[src/rtl/gray_pkg.sv]
// Shared Gray-code helpers for the encode (gray_counter) and decode
// (gray_to_binary) sides of a pointer path.
package gray_pkg;

  // Widest counter/pointer any Gray block in this library is built for.
  localparam int GRAY_MAX_WIDTH = 32;

  // Binary to reflected Gray: each bit is the XOR of itself and its upper neighbour.
  function automatic logic [GRAY_MAX_WIDTH-1:0] bin2gray(
    input logic [GRAY_MAX_WIDTH-1:0] bin
  );
    return bin ^ (bin >> 1);
  endfunction

  // Gray to binary: running XOR starting from the MSB.
  function automatic logic [GRAY_MAX_WIDTH-1:0] gray2bin(
    input logic [GRAY_MAX_WIDTH-1:0] gray
  );
    logic [GRAY_MAX_WIDTH-1:0] bin;
    bin[GRAY_MAX_WIDTH-1] = gray[GRAY_MAX_WIDTH-1];
    for (int i = GRAY_MAX_WIDTH - 2; i >= 0; i--) begin
      bin[i] = bin[i+1] ^ gray[i];
    end
    return bin;
  endfunction

endpackage

[src/rtl/binary_to_gray.sv]
// Combinational binary-to-Gray encoder; mirror image of gray_to_binary.
module binary_to_gray #(
  parameter int data_width = 4
) (
  input  logic [data_width-1:0] bin,
  output logic [data_width-1:0] gray
);

  // The MSB passes straight through; every lower bit XORs with its upper neighbour.
  assign gray[data_width-1] = bin[data_width-1];

  generate
    for (genvar gi = 0; gi < data_width - 1; gi++) begin : g_bit
      assign gray[gi] = bin[gi] ^ bin[gi+1];
    end
  endgenerate

endmodule

[src/rtl/gray_counter.sv]
// Up/down counter that registers both its binary count and the Gray code of
// that count on the same edge, so the two views never disagree. Also flags a
// one-cycle wrap pulse when a counting step crosses the all-ones/zero boundary.
module gray_counter
  import gray_pkg::*;
#(
  parameter int data_width = 4
) (
  input  logic                  clk,
  input  logic                  rst_n,
  input  logic                  clr,
  input  logic                  load,
  input  logic [data_width-1:0] load_val,
  input  logic                  en,
  input  logic                  up_dn,
  output logic [data_width-1:0] bin_out,
  output logic [data_width-1:0] d_out,
  output logic                  wrap
);

  localparam logic [data_width-1:0] ONE_VAL = data_width'(1);

  logic [data_width-1:0] bin_reg;
  logic [data_width-1:0] bin_next;
  logic [data_width-1:0] gray_reg;
  logic [data_width-1:0] gray_next;
  logic                  wrap_reg;
  logic                  wrap_next;

  // Next-state mux (clr > load > en > hold) and wrap detection on counting steps only.
  always_comb begin
    bin_next  = bin_reg;
    wrap_next = 1'b0;
    if (clr) begin
      bin_next = '0;
    end else if (load) begin
      bin_next = load_val;
    end else if (en) begin
      if (up_dn) begin
        bin_next  = bin_reg + ONE_VAL;
        wrap_next = &bin_reg;
      end else begin
        bin_next  = bin_reg - ONE_VAL;
        wrap_next = ~|bin_reg;
      end
    end
  end

  // Gray is computed from bin_next, not bin_reg, so both registers load the same value.
  binary_to_gray #(
    .data_width(data_width)
  ) u_bin2gray (
    .bin  (bin_next),
    .gray (gray_next)
  );

  // Output registers; reset forces everything to zero without waiting for clk.
  always_ff @(posedge clk or negedge rst_n) begin
    if (!rst_n) begin
      bin_reg  <= '0;
      gray_reg <= '0;
      wrap_reg <= 1'b0;
    end else begin
      bin_reg  <= bin_next;
      gray_reg <= gray_next;
      wrap_reg <= wrap_next;
    end
  end

  assign bin_out = bin_reg;
  assign d_out   = gray_reg;
  assign wrap    = wrap_reg;

endmodule
[config.mk]
export PLATFORM = sky130hd
export DESIGN_NAME = gray_counter
export DESIGN_NICKNAME = d
export VERILOG_FILES = /design/src/rtl/gray_pkg.sv /design/src/rtl/binary_to_gray.sv /design/src/rtl/gray_counter.sv
export SDC_FILE = /design/constraint.sdc
export NUM_CORES = 1
export LEC_CHECK = 0
export ABC_AREA = 1
export CAP_MARGIN = 15
export CORE_AREA = 2 2 39 41
export DETAILED_ROUTE_END_ITERATION = 10
export DIE_AREA = 0 0 41 43
export PLACE_DENSITY = 0.71
export SLEW_MARGIN = 20
export SYNTH_ARGS = -nofsm -noshare
export SYNTH_HDL_FRONTEND = slang
export SYNTH_SLANG_ARGS = --single-unit
[constraint.sdc]
create_clock -name clk -period 2.7 [get_ports clk]
set_input_delay 0.27 -clock clk [delete_from_list [all_inputs] [get_ports clk]]
set_output_delay 0.27 -clock clk [all_outputs]
set_load 0.01 [all_outputs]
==> results.yml <==
status:
  status: "complete, no violations"
floorplanning:
  boundaryPins: 19
  initial_core_util_pct: 37.0
  die_area_mm2: 0.00176
  die_y_um: 43
  die_width_um: 41
  placeableCoreArea_mm2: 0.00138
  row_count: 14
clocking:
  clk_pin_slew_worst_paths_ns: 0.06
  ctsHoldBuffers: 0
  cts_tree: "built"
  cts_sinks: 8
  clk_path_buf_depth: 2
  htree_levels: 1
  cts_made_buffers: 3
  cts_root_buf: "clkbuf_4"
  clkLatencyLatePin_ns: 0.26
  cts_setup_buffers: 0
  ctsResizeCount: 0
yosys:
  synth_compound_area_share_pct: 11.2
  ys_seq_area_share_pct: 39.1
  synth_fp_nets: 78
  yosysUniqueCellTypes: 19
  synth_area_um2: 512
  syn-instance-count: 65
  yosysWarnings: 0
  synthMuxAreaShare_pct: 0
  synth_top_family_by_area: "simple AND/OR/NAND/NOR gates"
  synth_xor_area_share_pct: 6.85
  synth-seq-cells: 8
  synth-simple-area-share_pct: 22.2
  yosys.area_share.adder_pct: 8.80
  avgSynthCellArea_um2: 7.87
sta:
  slew_violations: 0
  rsz0062_at_grt: "no"
  fmax_mhz: 566
  tightest_slew_ns: 0.367
  finClkSkew_ns: 0.00456
  setup_viol: 0
  hold_viol: 0
  fin_crit_ns: 1.77
  relSlewSlack_pct: 75.5
  fin_setup_tns_ns: 0
  period_share_pct: 65.4
run:
  drv_cap: 0
placed_design:
  port_buffers: 18
  gp_congestion: 0.817
  dpl.hpwl_um: 874
  post-place-cells: 98
route:
  drtIter0Drc: 3
  ant_nets: 0
  drtPass1Iterations: 4
  routed_wl_um: 1090
  via_per_inst: 4.90
  via_count: 495
  route.detailed.drc: 0
  wl_per_cell_um: 10.8
global_routing:
  grt_usage_pct: 15.4
  first_global_vias: 477
  grt_pass1_wl_um: 1810
  antenna_found_initial: 0
  grt_overflow: 0
  grt_max_degree: 9
setup_path:
  worstPathRequired_ns: 2.85
  critPathMaxFanout: 4
  r2r_start: "bin_out[0]$_DFF_PN0_"
  crit_start: "up_dn"
  critPathArrivalTime_ns: 1.91
  r2r_end: "d_out[1]$_DFF_PN0_"
  start_kind: "primary input"
  crit_type: "in -> reg"
  r2r_cells: 6
  ff2ff_setup_slack_ns: 1.06
  end_kind: "register"
final_layout:
  syn_to_final_growth_pct: 42.1
  fin_nets: 100
  antenna_cells: 0
  fin_cells: 101
  fillCellCount: 144
  largest_reg_flops: 4
  final_common_cell: "clkdlybuf4s50_1"
  drive_above_1_share_pct: 10.6
  final_cell_mix: "clkdlybuf4s50_1, inv_1, nand2_1"
power:
  p_leak_nw: 0.370
  cellPowerDensity_mw_per_mm2: 477
  vdd_drop_max_mv: 0.239
worst_hold_path:
  hold_class: "in -> async"
-- power by group --
part           internal [mW]  leakage [nW]  total [mW]  switching [mW]
Sequential             0.132         0.102       0.142         0.00974
Clock                 0.0510        0.0138      0.0943          0.0433
Combinational         0.0579         0.254       0.110          0.0523
Total                  0.241         0.370       0.347           0.105
-- cell families (layout without fill, tap and decap cells) --
logic type / Yosys count / after routing
simple gates: 26 / 26
buf+inv: 15 / 35
compound gates: 9 / 9
flops: 8 / 8
xor+xnor: 4 / 4
fa+ha+maj: 3 / 3
-- worst max path at each step --
stage	endpoint	cells after the start
2_1_floorplan	d_out[1]$_DFF_PN0_	6
3_3_place_gp	d_out[2]$_DFF_PN0_	10
3_5_place_dp	d_out[2]$_DFF_PN0_	10
4_1_cts	d_out[2]$_DFF_PN0_	10
5_1_grt	d_out[2]$_DFF_PN0_	10
6_report	d_out[2]$_DFF_PN0_	10
-- metal layers --
metal  track usage, %  wire length, um
met3             3.14               57
met2             25.3              555
met5                0                0
met4             8.00               46
met1             17.5              430
-- critical path: stages --
cell and delay (ns):
clkdlybuf4s50_1 0.55, inv_1 0.12, ha_1 0.33, or2_1 0.23
nand3_1 0.09, nand3_1 0.08, nand2_1 0.10, nand2_2 0.06
nand2_1 0.05, nand2_1 0.04
-- Yosys cell counts --
library cell	number	area (um2)
inv_1	12	45.0
nand2_1	11	41.3
dfrtp_1	8	200
nor2_1	6	22.5
nand3_1	4	20.0
xor2_1	4	35.0
nand2_2	3	18.8
o21ai_1	3	15.0
a21oi_1	2	10.0
ha_1	2	25.0
inv_2	2	7.51
a31oi_1	1	6.26
a41oi_1	1	8.76
buf_4	1	7.51
fa_1	1	20.0
nor3_1	1	5.00
o211ai_2	1	12.5
o21ai_0	1	5.00
or2_1	1	6.26
-- layout make-up --
type | instances | area [um2] | share of cell area (%)
Clock buffer | 3 | 22.5 | 3.10
Inverter | 14 | 52.6 | 7.23
Multi-Input combinational cell | 42 | 251 | 34.6
Sequential cell | 8 | 200 | 27.5
Tap cell | 16 | 20.0 | 2.75
Timing Repair Buffer | 18 | 180 | 24.8
-- metrics by stage --
step | instance area [um2] | setup WS [ns] | hold WS [ns] | total power [mW] | utilization, %
3_5_place_dp | 704 | 0.668 | 0.577 | 0.256 | 50.9
3_3_place_gp | 704 | 0.699 | 0.558 | 0.253 | 50.9
6_report | 727 | 0.933 | 0.289 | 0.347 | 52.5
4_1_cts | 727 | 0.926 | 0.305 | 0.348 | 52.5
5_1_grt | 727 | 0.854 | 0.327 | 0.366 | 52.5
2_1_floorplan | 512 | 1.15 | -0.0256 | 0.200 | -
Note: power is estimated with default switching activity, not from simulation.
